===== src/rtl/uart_word_pkg.sv =====
// uart_word_pkg
//   Shared constants and FSM state encoding for the 64-bit word UART
//   transmitter (uart_word_tx) and its word FIFO (uart_word_fifo).
//   No ports; imported with "import uart_word_pkg::*;".
package uart_word_pkg;

    // Serializer FSM states. ST_TERM is only reachable when the design is
    // built with UART_WORD_TERM_EN defined.
    typedef enum logic [2:0] {
        ST_IDLE    = 3'd0,
        ST_LOAD    = 3'd1,
        ST_START   = 3'd2,
        ST_WAIT_HI = 3'd3,
        ST_WAIT_LO = 3'd4,
        ST_TERM    = 3'd5
    } state_t;

    localparam int BYTES_PER_WORD  = 8;

    // Cycles spent in ST_WAIT_HI before giving up on the transmitter's busy
    // rising edge and moving on to ST_WAIT_LO.
    localparam int WAIT_HI_TIMEOUT = 4;
    localparam int WAIT_HI_CNT_W   = $clog2(WAIT_HI_TIMEOUT);

endpackage


===== src/rtl/uart_word_fifo.sv =====
// uart_word_fifo
//   Parameterized synchronous FIFO with a combinational head output.
//   A push is accepted when the FIFO is not full, or when a pop happens in
//   the same cycle (occupancy unchanged). A pop on an empty FIFO is ignored.
//
// Ports:
//   clk    in   clock
//   rst_n  in   asynchronous active-low reset (pointers and count to 0)
//   push   in   write din this cycle (subject to the acceptance rule)
//   pop    in   drop the head entry this cycle
//   din    in   WIDTH-bit write data
//   dout   out  WIDTH-bit head entry (valid while count != 0)
//   count  out  occupancy, 0..DEPTH
//   full   out  count == DEPTH
module uart_word_fifo #(
    parameter int DEPTH = 4,
    parameter int WIDTH = 64
) (
    input  logic                     clk,
    input  logic                     rst_n,
    input  logic                     push,
    input  logic                     pop,
    input  logic [WIDTH-1:0]         din,
    output logic [WIDTH-1:0]         dout,
    output logic [$clog2(DEPTH):0]   count,
    output logic                     full
);

    localparam int AW = $clog2(DEPTH);
    localparam int CW = AW + 1;

    logic [WIDTH-1:0] mem [DEPTH];
    logic [AW-1:0]    wr_ptr;
    logic [AW-1:0]    rd_ptr;
    logic             do_pop;
    logic             do_push;

    assign full    = (count == CW'(DEPTH));
    assign do_pop  = pop && (count != '0);
    assign do_push = push && (!full || do_pop);
    assign dout    = mem[rd_ptr];

    // DEPTH is a power of two, so the pointers wrap on their own.
    always_ff @(posedge clk or negedge rst_n) begin
        if (!rst_n) begin
            wr_ptr <= '0;
            rd_ptr <= '0;
            count  <= '0;
        end else begin
            if (do_push) wr_ptr <= wr_ptr + AW'(1);
            if (do_pop)  rd_ptr <= rd_ptr + AW'(1);
            case ({do_push, do_pop})
                2'b10:   count <= count + CW'(1);
                2'b01:   count <= count - CW'(1);
                default: count <= count;
            endcase
        end
    end

    // Storage carries no reset; entries are only read once written.
    always_ff @(posedge clk) begin
        if (do_push) mem[wr_ptr] <= din;
    end

endmodule


===== src/rtl/uart_word_tx.sv =====
// uart_word_tx
//   Buffers 64-bit words from the packet receiver and serializes each one,
//   LSB byte first, onto a byte-wide UART transmitter.
//
//   Optional feature (macro UART_WORD_TERM_EN): after the 8th byte of each
//   word a terminator byte TERM_BYTE is sent (9 bytes per word). Without the
//   macro the terminator state, its logic and the TERM_BYTE parameter are
//   absent.
//
// Ports:
//   sys_clk     in   system clock
//   sys_rst_n   in   asynchronous active-low reset
//   recv_done   in   word-valid flag; a rising edge marks a new word
//   recv_data   in   64-bit received word, stable while recv_done is high
//   tx_busy     in   transmitter busy flag
//   send_en     out  one-cycle start pulse to the transmitter
//   send_data   out  byte to transmit, held until the next byte is loaded
//   fifo_full   out  word FIFO holds FIFO_DEPTH words
//   drop_cnt    out  words dropped on a full FIFO, saturating at 255
//   idle        out  FIFO empty and serializer FSM in ST_IDLE
//
// Transmitter handshake: send_data is loaded one cycle before the start
// pulse and held afterwards. send_en is raised for one cycle only while
// tx_busy is low; the transmitter acknowledges by raising tx_busy and frees
// the line by dropping it. A transmitter that never raises tx_busy is
// tolerated via the WAIT_HI timeout.
module uart_word_tx
    import uart_word_pkg::*;
#(
    parameter int FIFO_DEPTH = 4
`ifdef UART_WORD_TERM_EN
    ,
    parameter logic [7:0] TERM_BYTE = 8'h0A
`endif
) (
    input  logic        sys_clk,
    input  logic        sys_rst_n,
    input  logic        recv_done,
    input  logic [63:0] recv_data,
    input  logic        tx_busy,
    output logic        send_en,
    output logic [7:0]  send_data,
    output logic        fifo_full,
    output logic [7:0]  drop_cnt,
    output logic        idle
);

    localparam int CW = $clog2(FIFO_DEPTH) + 1;
    localparam logic [2:0] LAST_IDX = 3'(BYTES_PER_WORD - 1);
    localparam logic [WAIT_HI_CNT_W-1:0] HI_LAST = WAIT_HI_CNT_W'(WAIT_HI_TIMEOUT - 1);

    state_t                   state;
    state_t                   state_next;
    logic                     recv_done_d;
    logic                     push_req;
    logic                     fifo_pop;
    logic [63:0]              fifo_dout;
    logic [CW-1:0]            fifo_count;
    logic [63:0]              shreg;
    logic [2:0]               byte_idx;
    logic [WAIT_HI_CNT_W-1:0] hi_cnt;

    // FSM strobes towards the datapath
    logic ld_word;
    logic ld_byte;
    logic shift_byte;
    logic hi_clr;
    logic hi_inc;
`ifdef UART_WORD_TERM_EN
    logic ld_term;
    logic term_sent;   // the word's terminator byte is in flight
`endif

    assign push_req = recv_done && !recv_done_d;
    assign idle     = (fifo_count == '0) && (state == ST_IDLE);

    uart_word_fifo #(
        .DEPTH (FIFO_DEPTH),
        .WIDTH (64)
    ) u_fifo (
        .clk   (sys_clk),
        .rst_n (sys_rst_n),
        .push  (push_req),
        .pop   (fifo_pop),
        .din   (recv_data),
        .dout  (fifo_dout),
        .count (fifo_count),
        .full  (fifo_full)
    );

    always_ff @(posedge sys_clk or negedge sys_rst_n) begin
        if (!sys_rst_n) state <= ST_IDLE;
        else            state <= state_next;
    end

    always_comb begin
        state_next = state;
        fifo_pop   = 1'b0;
        send_en    = 1'b0;
        ld_word    = 1'b0;
        ld_byte    = 1'b0;
        shift_byte = 1'b0;
        hi_clr     = 1'b0;
        hi_inc     = 1'b0;
`ifdef UART_WORD_TERM_EN
        ld_term    = 1'b0;
`endif
        case (state)
            ST_IDLE: begin
                if (fifo_count != '0) begin
                    fifo_pop   = 1'b1;
                    ld_word    = 1'b1;
                    state_next = ST_LOAD;
                end
            end
            ST_LOAD: begin
                ld_byte    = 1'b1;
                state_next = ST_START;
            end
            ST_START: begin
                if (!tx_busy) begin
                    send_en    = 1'b1;
                    hi_clr     = 1'b1;
                    state_next = ST_WAIT_HI;
                end
            end
            ST_WAIT_HI: begin
                // Leave on busy, or after WAIT_HI_TIMEOUT cycles without it.
                if (tx_busy || (hi_cnt == HI_LAST)) state_next = ST_WAIT_LO;
                else                                hi_inc     = 1'b1;
            end
            ST_WAIT_LO: begin
                if (!tx_busy) begin
`ifdef UART_WORD_TERM_EN
                    if (term_sent)                  state_next = ST_IDLE;
                    else if (byte_idx == LAST_IDX)  state_next = ST_TERM;
`else
                    if (byte_idx == LAST_IDX)       state_next = ST_IDLE;
`endif
                    else begin
                        shift_byte = 1'b1;
                        state_next = ST_LOAD;
                    end
                end
            end
`ifdef UART_WORD_TERM_EN
            ST_TERM: begin
                ld_term    = 1'b1;
                state_next = ST_START;
            end
`endif
            default: state_next = ST_IDLE;
        endcase
    end

    always_ff @(posedge sys_clk or negedge sys_rst_n) begin
        if (!sys_rst_n) begin
            recv_done_d <= 1'b0;
            shreg       <= '0;
            byte_idx    <= '0;
            send_data   <= '0;
            hi_cnt      <= '0;
            drop_cnt    <= '0;
        end else begin
            recv_done_d <= recv_done;

            if (ld_word) begin
                shreg    <= fifo_dout;
                byte_idx <= '0;
            end else if (shift_byte) begin
                shreg    <= {8'h00, shreg[63:8]};
                byte_idx <= byte_idx + 3'd1;
            end

            if (ld_byte) send_data <= shreg[7:0];
`ifdef UART_WORD_TERM_EN
            else if (ld_term) send_data <= TERM_BYTE;
`endif

            if (hi_clr)      hi_cnt <= '0;
            else if (hi_inc) hi_cnt <= hi_cnt + WAIT_HI_CNT_W'(1);

            // A push on a full FIFO survives only if IDLE pops this cycle.
            if (push_req && fifo_full && !fifo_pop && (drop_cnt != 8'hFF))
                drop_cnt <= drop_cnt + 8'd1;
        end
    end

`ifdef UART_WORD_TERM_EN
    always_ff @(posedge sys_clk or negedge sys_rst_n) begin
        if (!sys_rst_n)                 term_sent <= 1'b0;
        else if (ld_term)               term_sent <= 1'b1;
        else if (state_next == ST_IDLE) term_sent <= 1'b0;
    end
`endif

endmodule


===== config.mk =====
export PLATFORM = sky130hd
export DESIGN_NAME = uart_word_tx
export DESIGN_NICKNAME = d
export VERILOG_FILES = /design/src/rtl/uart_word_pkg.sv /design/src/rtl/uart_word_fifo.sv /design/src/rtl/uart_word_tx.sv
export SDC_FILE = /design/constraint.sdc
export NUM_CORES = 1
export LEC_CHECK = 0
export BUFFER_PORTS_ARGS = -buffer_cell sky130_fd_sc_hd__buf_2
export CAP_MARGIN = 20
export CORE_MARGIN = 2
export CORE_UTILIZATION = 50
export CTS_BUF_LIST = sky130_fd_sc_hd__clkbuf_16
export CTS_CLUSTER_DIAMETER = 200
export DETAILED_ROUTE_END_ITERATION = 6
export GPL_ROUTABILITY_DRIVEN = 0
export PLACE_DENSITY = 0.7
export SETUP_SLACK_MARGIN = 0.05
export SYNTH_ARGS = -nofsm -noshare
export SYNTH_HDL_FRONTEND = slang
export SYNTH_SLANG_ARGS = --single-unit

===== constraint.sdc =====
create_clock -name sys_clk -period 3.5 [get_ports sys_clk]
set_clock_uncertainty 0.2 [all_clocks]
set_input_delay 0.35 -clock sys_clk [delete_from_list [all_inputs] [get_ports sys_clk]]
set_output_delay 0.35 -clock sys_clk [all_outputs]
set_load 0.01 [all_outputs]

==> flow_summary.toml <==
[floorplanning]
start_util_pct = 50.6
die-area_sq_um = 28400
num_rows = 60
die_h_um = 169
design.core.area_sq_um = 26800
die_x_um = 169
io_pins = 87

[synthesis]
ys_types = 44
synth_edf_count = 256
ys.flop_type = "edfxtp_1"
syn_nets = 819
synth.avg_cell_area_sq_um = 18.3
async_flop_share_pct = 27.3
synth.cell_area_sq_um = 13600
syn_inst = 742
yosysWarnings = 0
ys_seq_area_share_pct = 74.5
synth-seq-cells = 352

[clocking]
cts_root_buf = "clkbuf_16"
cts_tree = "built"
clock_latency_ps = 510
cts_buffers = 37
cts.clk_slew.worst_paths_ps = 60
clock_path_buffers = 3
cts_sinks = 352
htree_levels = 2
cts-resized-gates = 0

[placed_design]
dp_cells = 1149
post-place-ws_ps = 730
port_buffers = 86
dpl.hpwl_um = 15400

[timing]
finalHoldViolCount = 0
setup_ws_ps = 760
worstMarginPinSlew_ps = 821
min_period_ps = 2740
max_freq_mhz = 365
fin_tns_setup_ps = 0
setup_violations = 0
rsz0062_at_grt = "false"
slew_headroom_pct = 45.3
hold_ws_ps = 217
finalMaxSlewViolations = 0
post-route-period-util_pct = 78.3

[routing]
first_iter_violations = 556
vias = 7150
drt_pre_antenna_iters = 5
dr_wl_met2_um = 12600
drt-met1-wl_um = 11700
post_drt_wl_per_cell_um = 20.5
via_per_inst = 5.57
wl_met3_um = 1470
top_layer = "met4"
routed_wl_um = 26300
ant_nets = 0
drc = 0

[status]
status = "complete, no violations"

[layout]
antennaDiodeCount = 0
area_delta_synth_final_pct = 20.7
regArea_sq_um = 10100
fillers = 1912
drive_gt1_share_pct = 27.0
nets = 991
final_cell_count_no_fill = 1283
multi_input_area_sq_um = 3200

[setup_path]
critical_path_class = "flop to flop"
critPathLaunchType = "flop"
critPathMaxFanout = 16
r2r_cells = 4
r2r_end = "u_fifo.mem[3][3]"
r2r_setup_slack_ps = 760
worst_ep_required_time_ps = 3510
cp.arrival_ps = 2750
r2r-start = "state[0]"
worst_setup_path_end_kind = "flop"

[pwr]
p_leak_nw = 6.18
power_frac_clock_pct = 30.5
power.density_nw_per_um2 = 802
ir_worst_vdd_mv = 0.430
p_seq_share_pct = 45.0
swShare_pct = 28.6
comb_power_share_pct = 24.5
p_int_mw = 9.37
switchingPower_mw = 3.75

[global_routing]
grt_usage_pct = 19.2
antenna_found_initial = 0
grt_pass1_vias = 7553
grt_pass1_wl_um = 42300
grt_overflow_total = 0
grt_max_degree = 66

[min_path]
worstHoldPathType = "input port to async pin"

[job]
cap_viol_max_count = 0
## cell type report
cell class	count	area share [%]
clock buffer	38	5.81
clock inverter	29	1.90
inverter	5	0.115
multi-input combinational	345	19.6
sequential	352	61.7
tap	341	2.61
timing repair buffer	173	8.28
## Yosys cell counts (2+ instances only)
cell type / number / share of area [%]
nor2_1: 7 / 0.19
and2_1: 6 / 0.28
mux4_2: 64 / 11
xor2_1: 7 / 0.45
buf_4: 5 / 0.28
o21ai_0: 5 / 0.18
a22o_1: 12 / 0.78
xnor2_1: 5 / 0.32
buf_6: 8 / 0.66
edfxtp_1: 256 / 57
a21oi_1: 5 / 0.18
mux2_2: 10 / 0.83
dfrtp_1: 96 / 18
a22oi_1: 57 / 3.2
buf_2: 15 / 0.55
nand2_1: 121 / 3.4
nand2b_1: 3 / 0.14
nand3_1: 5 / 0.18
nor4_1: 3 / 0.14
inv_1: 5 / 0.14
nor3b_2: 2 / 0.18
a21o_1: 2 / 0.11
clkbuf_1: 12 / 0.33
nor3_1: 4 / 0.15
ha_1: 8 / 0.74
## worst max-delay path by stage
stage	from	endpoint	cells after the start
after floorplan	state[1]	u_fifo.mem[0][0]	5
after global placement	state[0]	u_fifo.mem[3][2]	4
after detailed placement	state[0]	u_fifo.mem[3][0]	4
after CTS	state[0]	u_fifo.mem[3][3]	4
after global routing	state[0]	u_fifo.mem[3][3]	4
final	state[0]	u_fifo.mem[3][3]	4
## registers in the layout (all words and copies together), names as in the netlist
register and cells:
byte_idx 3, shreg 64, u_fifo.mem 256, u_fifo.count 3
hi_cnt 2, recv_done_d 1, state 3, send_data 8
u_fifo.wr_ptr 2, drop_cnt 8, u_fifo.rd_ptr 2
## power groups by stage
stage / logic (mW) / clock network (mW) / registers, mW
4_1_cts: 3.26 / 4.08 / 5.90
3_5_place_dp: 3.19 / 0 / 5.97
5_1_grt: 3.55 / 4.26 / 6.00
6_report: 3.21 / 4.00 / 5.90
2_1_floorplan: 2.62 / 0 / 5.70
3_3_place_gp: 3.11 / 0 / 5.96
## layer usage
| metal | vias up | GRT usage, % |
|---|---|---|
| met2 | 223 | 31.3 |
| met1 | 3633 | 27.7 |
| met5 | - | 0 |
| met3 | 47 | 2.88 |
| met4 | 0 | 5.21 |
| li1 | 3247 | - |
## critical path: stages, from the launching register on
cell and delay (ps):
dfrtp_1 510, or3_1 580, a21oi_4 290, and2_2 550
buf_4 310
## logic make-up (layout without fill, tap and decap cells)
logic type               after synthesis  after routing  synth area share (%)
XOR/XNOR                              12             12                 0.776
adder cells (fa/ha/maj)                9              9                 0.886
buffers and inverters                 45            245                  1.97
flip-flops                           352            352                  74.5
AND/OR/NAND/NOR                      160            160                  5.35
AO/OA/AOI/OAI                         90             90                  5.11
multiplexers                          74             74                  11.5
## layout by cell type (no fill, tap or decap), types with 3 or more instances in the layout
master	count
a22oi_1	57
buf_4	13
inv_1	11
nor4_1	3
nand3_1	5
nor3_1	4
dlygate4sd3_1	67
a22o_1	12
clkinv_1	5
xor2_1	7
nor2_1	7
ha_1	8
mux2_2	10
dfrtp_1	94
clkinv_2	6
edfxtp_1	256
nand2_1	121
buf_12	8
buf_2	85
a21oi_1	5
nand2b_1	3
o21ai_0	5
mux4_2	64
xnor2_1	5
clkbuf_16	38
bufinv_16	6
and2_2	6
## through the flow
step	power, mW	cell area [sq um]	utilization (%)
finish	13.1	16400	61.0
global route	13.8	16400	61.0
CTS	13.2	16400	61.0
detailed placement	9.16	14400	53.8
global placement	9.07	14400	53.8
floorplan	8.32	13600	-
## what timing repair did
item                                   in CTS  in global routing
setup buffers                               0                  0
endpoints found under the hold margin     304                  0
hold buffers                               67                  0
No activity file was read; power rests on OpenSTA's default activity.
